### src/rtl/key_conditioner.sv
// Synchronises, debounces and edge-detects raw board inputs, one independent channel per bit.
// Optional auto-repeat of press pulses on held inputs: define KEY_CONDITIONER_AUTOREPEAT_EN.
module key_conditioner #(
    parameter int N_IN            = 4,
    parameter int DEBOUNCE_CYCLES = 1000000,
    parameter int ACTIVE_LOW      = 1,
    parameter int REPEAT_DELAY    = 25000000,
    parameter int REPEAT_PERIOD   = 5000000
) (
    input  logic            CLOCK_50,
    input  logic            resetn,
    input  logic [N_IN-1:0] raw_in,
    output logic [N_IN-1:0] level,
    output logic [N_IN-1:0] press,
    output logic [N_IN-1:0] release_o
);

    localparam logic          POL      = (ACTIVE_LOW != 0);
    localparam int            CW       = $clog2(DEBOUNCE_CYCLES + 1);
    localparam logic [CW-1:0] CNT_LAST = CW'(DEBOUNCE_CYCLES - 1);

    if (DEBOUNCE_CYCLES < 1 || REPEAT_PERIOD < 1 || REPEAT_DELAY < REPEAT_PERIOD) begin : g_bad_cfg
        $error("key_conditioner: illegal debounce/repeat configuration");
    end

`ifdef KEY_CONDITIONER_AUTOREPEAT_EN
    localparam int            RW         = $clog2(REPEAT_DELAY + 1);
    localparam logic [RW-1:0] RPT_LAST   = RW'(REPEAT_DELAY - 1);
    localparam logic [RW-1:0] RPT_RELOAD = RW'(REPEAT_DELAY - REPEAT_PERIOD);
`endif

    for (genvar i = 0; i < N_IN; i++) begin : g_ch
        logic          sync1_q, sync2_q;
        logic          level_q, level_d;
        logic          press_q, press_d;
        logic          release_q, release_d;
        logic [CW-1:0] cnt_q, cnt_d;
        logic          s;
`ifdef KEY_CONDITIONER_AUTOREPEAT_EN
        logic [RW-1:0] rpt_q, rpt_d;
`endif

        // Polarity-corrected sample: 1 means the input is asserted.
        assign s = sync2_q ^ POL;

        always_comb begin
            cnt_d     = cnt_q;
            level_d   = level_q;
            press_d   = 1'b0;
            release_d = 1'b0;
            if (s == level_q) begin
                cnt_d = '0;
            end else if (cnt_q == CNT_LAST) begin
                level_d   = s;
                cnt_d     = '0;
                press_d   = s;
                release_d = ~s;
            end else begin
                cnt_d = cnt_q + CW'(1);
            end
`ifdef KEY_CONDITIONER_AUTOREPEAT_EN
            // Repeat counter only runs while the level is and stays high; a falling edge wins.
            rpt_d = rpt_q;
            if (!level_q || !level_d) begin
                rpt_d = '0;
            end else if (rpt_q == RPT_LAST) begin
                rpt_d   = RPT_RELOAD;
                press_d = 1'b1;
            end else begin
                rpt_d = rpt_q + RW'(1);
            end
`endif
        end

        always_ff @(posedge CLOCK_50 or negedge resetn) begin
            if (!resetn) begin
                sync1_q   <= POL;
                sync2_q   <= POL;
                level_q   <= 1'b0;
                press_q   <= 1'b0;
                release_q <= 1'b0;
                cnt_q     <= '0;
`ifdef KEY_CONDITIONER_AUTOREPEAT_EN
                rpt_q     <= '0;
`endif
            end else begin
                sync1_q   <= raw_in[i];
                sync2_q   <= sync1_q;
                level_q   <= level_d;
                press_q   <= press_d;
                release_q <= release_d;
                cnt_q     <= cnt_d;
`ifdef KEY_CONDITIONER_AUTOREPEAT_EN
                rpt_q     <= rpt_d;
`endif
            end
        end

        assign level[i]     = level_q;
        assign press[i]     = press_q;
        assign release_o[i] = release_q;
    end

endmodule

### config.mk
export PLATFORM = sky130hd
export DESIGN_NAME = key_conditioner
export DESIGN_NICKNAME = d
export VERILOG_FILES = /design/src/rtl/key_conditioner.sv
export SDC_FILE = /design/constraint.sdc
export NUM_CORES = 1
export LEC_CHECK = 0
export CAP_MARGIN = 20
export CORE_MARGIN = 3
export CORE_UTILIZATION = 40
export DETAILED_ROUTE_END_ITERATION = 16
export PLACE_DENSITY_LB_ADDON = 0.15
export SYNTH_ARGS = -nofsm -noshare
export SYNTH_HDL_FRONTEND = slang
export SYNTH_SLANG_ARGS = --single-unit
export TNS_END_PERCENT = 100
### constraint.sdc
create_clock -name CLOCK_50 -period 6.3 [get_ports CLOCK_50]
set_input_delay 1.26 -clock CLOCK_50 [delete_from_list [all_inputs] [get_ports CLOCK_50]]
set_output_delay 1.26 -clock CLOCK_50 [all_outputs]
set_load 0.02 [all_outputs]
Word level (Yosys, flattened, before mapping) --
Index checks and enable logic that the tools add are counted.
Storage, ports and cells: word-level logic and storage cells 72, bits of input ports 6, output and inout port bits 12, flip-flop bits (word level) 100
Cells by class: reduce and logical (&&, ||, !) cells 4, eq/ne operators 8, add/sub/neg operators 4, muxes and demuxes 24, bitwise logic cells 8
Operators by type and width (count):
- $mux W20 | 8
- $add A20 B1 Y20 const B | 4
- $eq A20 B20 Y1 const B | 4
- $mux W1 | 16
- $not A1 Y1 | 8
- $reduce_and A2 Y1 | 4
- $eq A1 B1 Y1 | 4

Depth between registers and ports, before layout --
Gate-level depths: netlist of the first run.
depth in word-level cells 4, depth in mapped cells 6, depth with buffers taken out 5

Worst setup path after synthesis of the first run --
No wires, ideal clock.
path kind flip-flop to flip-flop, start register g_ch[2].cnt_q[8], end register g_ch[2].cnt_q[10], buffers on the path 1, cell stages (with the launch flop) 6, period minus slack after synthesis 2.003 ns, required time 6.180 ns, path slack 4.297 ns, library setup time 0.120 ns, data arrival time 1.883 ns, path through dfrtp_1 > or4b_1 > or4_4 > o21ai_4 > buf_6 > nor2_1
Between the ends: word-level cells in the longest chain between the ends 3, elaborated cells between the ends (all ways) 4, classes of those cells add/sub: 1; eq/ne: 1; mux: 2
Ends and longest elaborated chain:
- start, declared | line 37 | logic [CW-1:0] cnt_q, cnt_d;
- start signal, assigned | line 92 | cnt_q <= cnt_d;
- $add A20 B1 Y20 or $eq A20 B20 Y1 (tied branches) | line 59, 53
- $mux W20 * | line 53 | end else if (cnt_q == CNT_LAST) begin
- $mux W20 * | line 51 | if (s == level_q) begin
- net g_ch[2].cnt_d[10] | line 37
The timed path passes the listed nets; every way through them passes the cells marked *. A chain may end at the register's enable or synchronous reset.

Final worst setup path of the first run --
start register g_ch[3].level_q, end output level[3]
RTL lines:
- start, declared | line 34 | logic level_q, level_d;
- start signal, assigned | line 89 | level_q <= level_d;
- end, declared | line 13 | output logic [N_IN-1:0] level,
No word-level cell between the ends.

==> results of run 1 <==
## stage by stage
| stage | area (sq um) | std cells | util (%) | setup WS, ns |
|---|---|---|---|---|
| finish | 5274 | 633 | 45.99 | 3.645 |
| CTS | 5274 | 633 | 45.99 | 3.633 |
| detailed placement | 4975 | 617 | 43.38 | 3.802 |
| global route | 5274 | 633 | 45.99 | 3.582 |
| floorplan | 4726 | 472 | - | 4.297 |
| global placement | 4975 | 617 | 43.38 | 3.839 |
## flip-flops by register name (all words and copies together) (netlist names)
register and cells:
g_ch.cnt_q 80, g_ch.sync1_q 4, g_ch.level_q 4, g_ch.sync2_q 4, g_ch.release_q 4, g_ch.press_q 4
## worst paths after layout
check                                         end  slack (ns)
worst min register to register    g_ch[1].sync2_q        0.35
min in group asynchronous       g_ch[3].cnt_q[17]        0.93
worst max register to register   g_ch[2].cnt_q[4]        4.03
worst max-delay path                     level[3]        3.65
max in group asynchronous        g_ch[2].cnt_q[7]        4.29
worst min-delay path              g_ch[1].sync2_q        0.35
## logic make-up after synthesis
family / count (synthesis)
and+or+nand+nor: 226
DFF: 100
AOI/OAI and AO/OA: 62
xor gates and xnor gates: 51
buffers and inverters: 29
adders and majority gates: 4
## layer usage
metal	global-route usage (%)	vias to the layer above
met5	0	-
met3	3.805	8
met4	4.695	0
met2	22.39	30
met1	19.24	1628
li1	-	1689
## cells in the final DEF (no fill, tap or decap), types with 10 or more instances in the layout
master,instances
dfrtp_1,92
nor2_1,60
xnor2_1,31
nand2_1,29
nand3_1,26
o21ai_0,26
a21oi_1,25
nand4_1,20
xor2_1,20
or3_1,19
clkdlybuf4s50_1,16
and3_1,14
nor3_1,12
nor4_1,11
or4_1,10
inv_1,10
## cell type report
class | count | area [sq um]
tap | 143 | 178.9
multi-input combinational | 343 | 2048
inverter | 10 | 37.54
fill | 1093 | 6193
sequential | 100 | 2512
timing repair buffer | 21 | 197.7
clock inverter | 2 | 35.03
clock buffer | 14 | 264.0
## where the power goes
part           switching (uW)  total [uW]  internal, uW
Sequential               9.29         662           653
Clock                     227         556           330
Combinational            25.2        36.6          11.4
==> out/metrics.yaml, run 1 <==
status: "completed"
worstPathRequired_ns: 5.04
finalCritPeriodShare_pct: 42.14
cts_tree: "yes"
cts_resized: 0
wirelength_um: 8592
crit_path_start_kind: "flip-flop"
start_util_pct: 41.21
cts_made_buffers: 9
yosysTopAreaCell: "dfrtp_1"
antenna_found_initial: 0
cts_hold_buffers: 0
tns_ns: 0
crit_fanout: 5
post_cts_buffers: 0
slew_violations: 0
finalPower_uw: 1255
grt_usage_pct: 14.27
max_cap_viol_count: 0
rows: 39
netlist_top_cells_count: "dfrtp_1 (92), nor2_1 (60), xnor2_1 (31)"
timing.hold.ws_ns: 0.3520
top_level_ports: 18
fmax_mhz: 376.7
endpoint_kind: "primary output"
tightest_slew_ns: 0.7365
synthArstFlopShare_pct: 100.0
drtIter0Drc: 186
synth_edf_count: 0
clock_sinks: 100
cp_slowest_cell: "clkdlybuf4s50_1"
vias: 3355
diodes: 0
synth.distinct_cells: 40
relSlewSlack_pct: 50.57
htreeDepth: 3
rr_startpoint: "g_ch[2].cnt_q[12]"
antenna_left: 0
crit_type: "flip-flop to primary output"
dieArea_sq_um: 13150
ys_ff_latch: 100
setup_violations: 0
slowest_delay_ns: 0.63
power_density_nw_per_um2: 238.0
leakage_uw: 0.002064
syn_area_sq_um: 4726
syn2layout_area_growth_pct: 11.60
hp-start: "g_ch[1].sync1_q"
place_hpwl_um: 5793
route.met3.wl_um: 246
die_h_um: 114.7
grt_max_degree: 54
cp.arrival_ns: 1.39
synth-compound-area-share_pct: 7.228
first_pass_iters: 4
finalHoldViolCount: 0
grt_pass1_wl_um: 15250
synth_fa_ha_area_share_pct: 1.059
synthTopCellsByArea: "dfrtp_1 (49%), xnor2_1 (5.7%), nor2_1 (4.8%)"
synth_xor_area_share_pct: 9.452
grt-ovfl-total: 0
wl_per_cell_um: 13.57
yosys_warnings: 0
postSynthAreaPerCell_sq_um: 10.01
crit_start: "g_ch[3].level_q"
die_w_um: 114.7
clk_latency_ns: 0.34
drc_errors: 0
clock_skew_ns: 0.009207
synth_top_family_by_area: "simple AND/OR/NAND/NOR gates"
clk_pin_slew_ns: 0.06
synthDominantCellAreaShare_pct: 48.72
rsz0062_at_grt: "no"
hold_class: "flip-flop to flip-flop"
met2_wirelength_um: 3950
path_buf_inv: 1
synth-simple-area-share_pct: 25.60
holdPathStages: 0
synthCells: 472
period_minus_slack_ns: 2.655
synthesis.nets: 482
wl_met1_um: 4306
ctsLongestPathBuffers: 2
path_depth: 1
cts_root_buf: "clkbuf_16"
place_congestion: 0.7497
synth_most_common_cell: "dfrtp_1"
coreArea_sq_um: 11470
grt_pass1_vias: 3308
muxShareOfSynthArea_pct: 0
crit_chain: "clkdlybuf4s50_1"
cp_top_family: "buffers and inverters"
vias_per_cell: 5.300
ir_worst_vdd_uv: 212.8
synth_ff_type: "dfrtp_1"
routed.top_layer: "met4"
r2r_cells: 4
port_buffers: 17
seq_area_frac_synth_pct: 53.16
nNetsFinal: 495
drive_above_1_share_pct: 6.735
Note: power is estimated with default switching activity, not from simulation.
==> run 2: changes to the inputs <==
==> constraint.sdc (replaced) <==
create_clock -name CLOCK_50 -period 2.7 [get_ports CLOCK_50]
set_input_delay 0.54 -clock CLOCK_50 [delete_from_list [all_inputs] [get_ports CLOCK_50]]
set_output_delay 0.54 -clock CLOCK_50 [all_outputs]
set_load 0.02 [all_outputs]
==> run 2 against run 1 <==
Power is 130% higher. Design area is 0.28% higher. Register-to-register slack lost 3.5 ns.
==> out/metrics.yaml, run 2 (synthesized netlist as in run 1, its figures left out) <==
setup_violations: 0
diodes: 0
rr_startpoint: "g_ch[2].cnt_q[8]"
crit_fanout: 19
ir_worst_vdd_uv: 568.6
final_cell_area_sq_um: 5289
cts_resized: 0
grt_pass1_vias: 3404
max_cap_viol_count: 0
rsz0062_at_grt: "no"
die_h_um: 114.7
wl_per_cell_um: 13.78
crit_type: "flip-flop to flip-flop"
cts_root_buf: "clkbuf_16"
hold_class: "input port to asynchronous set/reset pin"
leakage_uw: 0.002068
reg2reg_to: "g_ch[2].cnt_q[10]"
r2r_cells: 4
rows: 39
finalCritPeriodShare_pct: 81.16
grt_usage_pct: 14.65
power_switching_uw: 620.5
clockPowerShare_pct: 42.0
cts_tree: "yes"
dieArea_sq_um: 13150
nNetsFinal: 498
placed_area_sq_um: 5022
p_comb_share_pct: 3.3
place_inst: 620
post_cts_buffers: 0
final_core_util_pct: 46.12
fin_cells: 636
coreArea_sq_um: 11470
start_util_pct: 41.21
largest_reg_flops: 80
vias_per_cell: 5.336
p_int_uw: 2208
wirelength_um: 8766
place_hpwl_um: 5887
antenna_left: 0
syn2layout_area_growth_pct: 11.91
worstPathRequired_ns: 2.91
endpoint_kind: "flip-flop"
grt_pass1_wl_um: 15640
place_congestion: 0.7969
port_buffers: 17
crit_path_start_kind: "flip-flop"
htreeDepth: 3
cts_made_buffers: 9
timing.hold.ws_ns: 0.2447
antenna_found_initial: 0
cts_hold_buffers: 0
top_level_ports: 18
final_common_cell: "dfrtp_1"
vias: 3394
drc_errors: 0
relSlewSlack_pct: 53.81
ctsLongestPathBuffers: 2
clock_skew_ns: 0.004631
layout_common_cells: "dfrtp_1 (92), nor2_1 (60), xnor2_1 (31)"
status: "completed"
finalHoldViolCount: 0
tightest_slew_ns: 0.6928
die_w_um: 114.7
power_density_nw_per_um2: 534.7
clock_sinks: 100
clk_pin_slew_ns: 0.07
r2r_slack_ns: 0.51
drive_above_1_share_pct: 7.099
p_sw_share_pct: 21.94
crit_start: "g_ch[2].cnt_q[8]"
drtIter0Drc: 200
slew_violations: 0
first_pass_iters: 4
grt-ovfl-total: 0
fmax_mhz: 456.3
largest_register: "g_ch.cnt_q"
clk_latency_ns: 0.35
period_minus_slack_ns: 2.191
seqPwrFrac_pct: 54.6
cp.arrival_ns: 2.40
grt_max_degree: 54
tns_ns: 0
==> run 2: cell types whose count changed in the layout (fill, tap and decap cells not counted) <==
cell        before  now
buf_12           0    2
buf_4            5    6
bufinv_16        1    0
clkbuf_1         3    4
clkbuf_8         2    1
clkinvlp_4       0    1
==> run 2: per-stage QoR <==
| step | setup slack (ns) | power, uW |
|---|---|---|
| after detailed placement | 0.5001 | 1670 |
| after CTS | 0.4916 | 2884 |
| after global routing | 0.3702 | 2962 |
| after global placement | 0.5315 | 1669 |
| after floorplan | 0.6972 | 1606 |
| final | 0.5086 | 2828 |
==> run 2: worst max path at each step <==
| stage | endpoint | slack, ns |
|---|---|---|
| 2_1_floorplan | g_ch[2].cnt_q[10] | 0.70 |
| 4_1_cts | g_ch[2].cnt_q[4] | 0.49 |
| 3_5_place_dp | g_ch[2].cnt_q[9] | 0.50 |
| 5_1_grt | g_ch[2].cnt_q[10] | 0.37 |
| 3_3_place_gp | g_ch[2].cnt_q[10] | 0.53 |
| 6_report | g_ch[2].cnt_q[10] | 0.51 |
==> run 2: cell type report <==
cell class	instances	area, sq um
Clock buffer	14	254.0
Tap cell	143	178.9
Timing Repair Buffer	24	245.2
Clock inverter	2	12.51
Inverter	10	37.54
Fill cell	1083	6178
Sequential cell	100	2512
Multi-Input combinational cell	343	2048
==> run 2: routing by layer <==
layer | GRT usage [%] | up-vias | routed length, um
met5 | 0 | - | 0
met4 | 5.008 | 0 | 122
met3 | 4.810 | 10 | 314
met2 | 23.36 | 30 | 4124
met1 | 18.79 | 1641 | 4205
li1 | - | 1713 | -
==> run 2: critical path: stages, from the launching register on <==
cell	delay [ns]
dfrtp_1	0.42
or4b_1	0.53
or4_4	0.57
o21ai_4	0.43
nor2_1	0.10
==> run 2: power groups by stage <==
stage                     combinational, uW  clock (uW)  sequential [uW]
after floorplan                        39.3           0             1570
final                                  94.4        1190             1550
after global placement                 97.9           0             1570
after detailed placement               97.4           0             1570
after global routing                    112        1300             1550
after CTS                              99.0        1240             1550
==> run 3: changes to the inputs <==
==> constraint.sdc (replaced) <==
create_clock -name CLOCK_50 -period 2 [get_ports CLOCK_50]
set_input_delay 0.4 -clock CLOCK_50 [delete_from_list [all_inputs] [get_ports CLOCK_50]]
set_output_delay 0.4 -clock CLOCK_50 [all_outputs]
set_load 0.02 [all_outputs]
==> run 3 against run 2 <==
The run now ends with setup timing left. Sequential share of layout area is 2.0 points lower. Largest cell class unchanged. Hold slack got worse by 0.16 ns. Combinational power up 50%. Power up 44%. Clock power is 55% higher. Clock skew rose by 0.0050 ns. Highest routed layer unchanged. Largest power group unchanged. Register-to-register slack got worse by 0.52 ns. Via count rose by 1.3%. Sequential power increased by 34%.
==> out/metrics.yaml, run 3 (synthesized netlist as in run 1, its figures left out) <==
status: "complete, but fails checks"
failed_checks: "setup timing"
grt_pass1_vias: 3302
ir_worst_vdd_uv: 567.2
cp.arrival_ns: 2.25
fin_ws_ns: -0.008049
die_h_um: 114.7
place_congestion: 0.8164
htreeDepth: 3
n_fill_cell: 1068
coreArea_sq_um: 11470
clk_pin_slew_ns: 0.07
reg2reg_to: "g_ch[2].cnt_q[1]"
max_cap_viol_count: 0
clock_sinks: 100
syn2layout_area_growth_pct: 16.73
grt_pass1_wl_um: 15280
rsz0062_at_grt: "yes"
drive_above_1_share_pct: 12.67
wirelength_um: 8677
first_pass_iters: 4
place_hpwl_um: 5855
antenna_left: 0
largest_reg_flops: 80
final_common_cell: "dfrtp_1"
cts_made_buffers: 9
finalCritPeriodShare_pct: 100.4
port_buffers: 17
ctsLongestPathBuffers: 2
slew_violations: 0
grt-ovfl-total: 0
crit_fanout: 4
nNetsFinal: 518
tightest_slew_ns: 0.5324
vias: 3438
r2r_cells: 4
start_util_pct: 41.21
grt_usage_pct: 14.36
leakage_uw: 0.002196
wl_per_cell_um: 13.23
diodes: 0
clk_latency_ns: 0.35
finalHoldViolCount: 0
vias_per_cell: 5.241
tns_ns: -0.008049
final_core_util_pct: 48.11
drc_errors: 0
rr_startpoint: "g_ch[2].cnt_q[10]"
hold_class: "input port to asynchronous set/reset pin"
rows: 39
crit_path_start_kind: "flip-flop"
antenna_found_initial: 0
crit_start: "g_ch[2].cnt_q[10]"
crit_type: "flip-flop to flip-flop"
top_level_ports: 18
largest_register: "g_ch.cnt_q"
r2r_slack_ns: -0.008
fmax_mhz: 498.0
worstPathRequired_ns: 2.24
endpoint_kind: "flip-flop"
cts_tree: "yes"
period_minus_slack_ns: 2.008
die_w_um: 114.7
power_density_nw_per_um2: 737.5
drtIter0Drc: 159
grt_max_degree: 101
setup_violations: 1
layout_common_cells: "dfrtp_1 (92), nor2_1 (60), xnor2_1 (31)"
dieArea_sq_um: 13150
relSlewSlack_pct: 64.50
clock_skew_ns: 0.009606
cts_root_buf: "clkbuf_16"
run 3: report_power, final:
part | internal [uW] | leakage, uW | switching, uW
clock | 1090 | 0.000155 | 751
sequential | 2060 | 0.00136 | 27.4
combinational | 55.5 | 0.000681 | 86.9
run 3: repair_timing:
item / CTS / global route
gates resized for setup: 3 / 6
endpoints found under the setup margin: 23 / 24
hold buffers: 0 / 0
setup buffers: 2 / 0
pin swaps: 4 / 0
run 3: area by class of cell:
type	instances	area [sq um]	area share, %
Clock buffer	9	225.2	4.083
Clock inverter	7	91.34	1.656
Inverter	10	37.54	0.6804
Multi-Input combinational cell	343	2081	37.72
Sequential cell	100	2512	45.54
Tap cell	143	178.9	3.243
Timing Repair Buffer	44	390.4	7.076
run 3: worst max-delay path, cell delays in order, from the launching register on:
cell	delay (ns)
dfrtp_1	0.37
or4_4	0.52
or4_4	0.58
or2_4	0.29
and3_4	0.14
run 3: routing by layer:
metal	GRT usage (%)	vias to the layer above	part of all wire [%]
li1	-	1734	-
met1	18.20	1667	48
met2	23.83	31	47
met3	4.757	6	3.2
met4	3.521	0	1.0
met5	0	-	0
run 3: how the worst max path moves through the flow:
stage | endpoint | slack, ns | cells after the start
3_3_place_gp | g_ch[2].cnt_q[1] | -0.01 | 4
2_1_floorplan | g_ch[2].cnt_q[10] | -0.003 | 5
6_report | g_ch[2].cnt_q[1] | -0.008 | 4
4_1_cts | g_ch[2].cnt_q[1] | 0.003 | 4
3_5_place_dp | g_ch[2].cnt_q[1] | -0.07 | 4
5_1_grt | g_ch[2].cnt_q[1] | -0.05 | 4
run 3: stage by stage:
stage	hold WS (ns)	setup slack (ns)	cell area (sq um)	std cells	total power [uW]
global route	0.1555	-0.04902	5517	656	4227
finish	0.08313	-0.008049	5517	656	4068
CTS	0.1358	0.003180	5488	656	4132
global placement	0.3460	-0.01323	5145	638	2259
floorplan	0.1044	-0.002778	4726	472	2169
detailed placement	0.3475	-0.06783	5145	638	2260
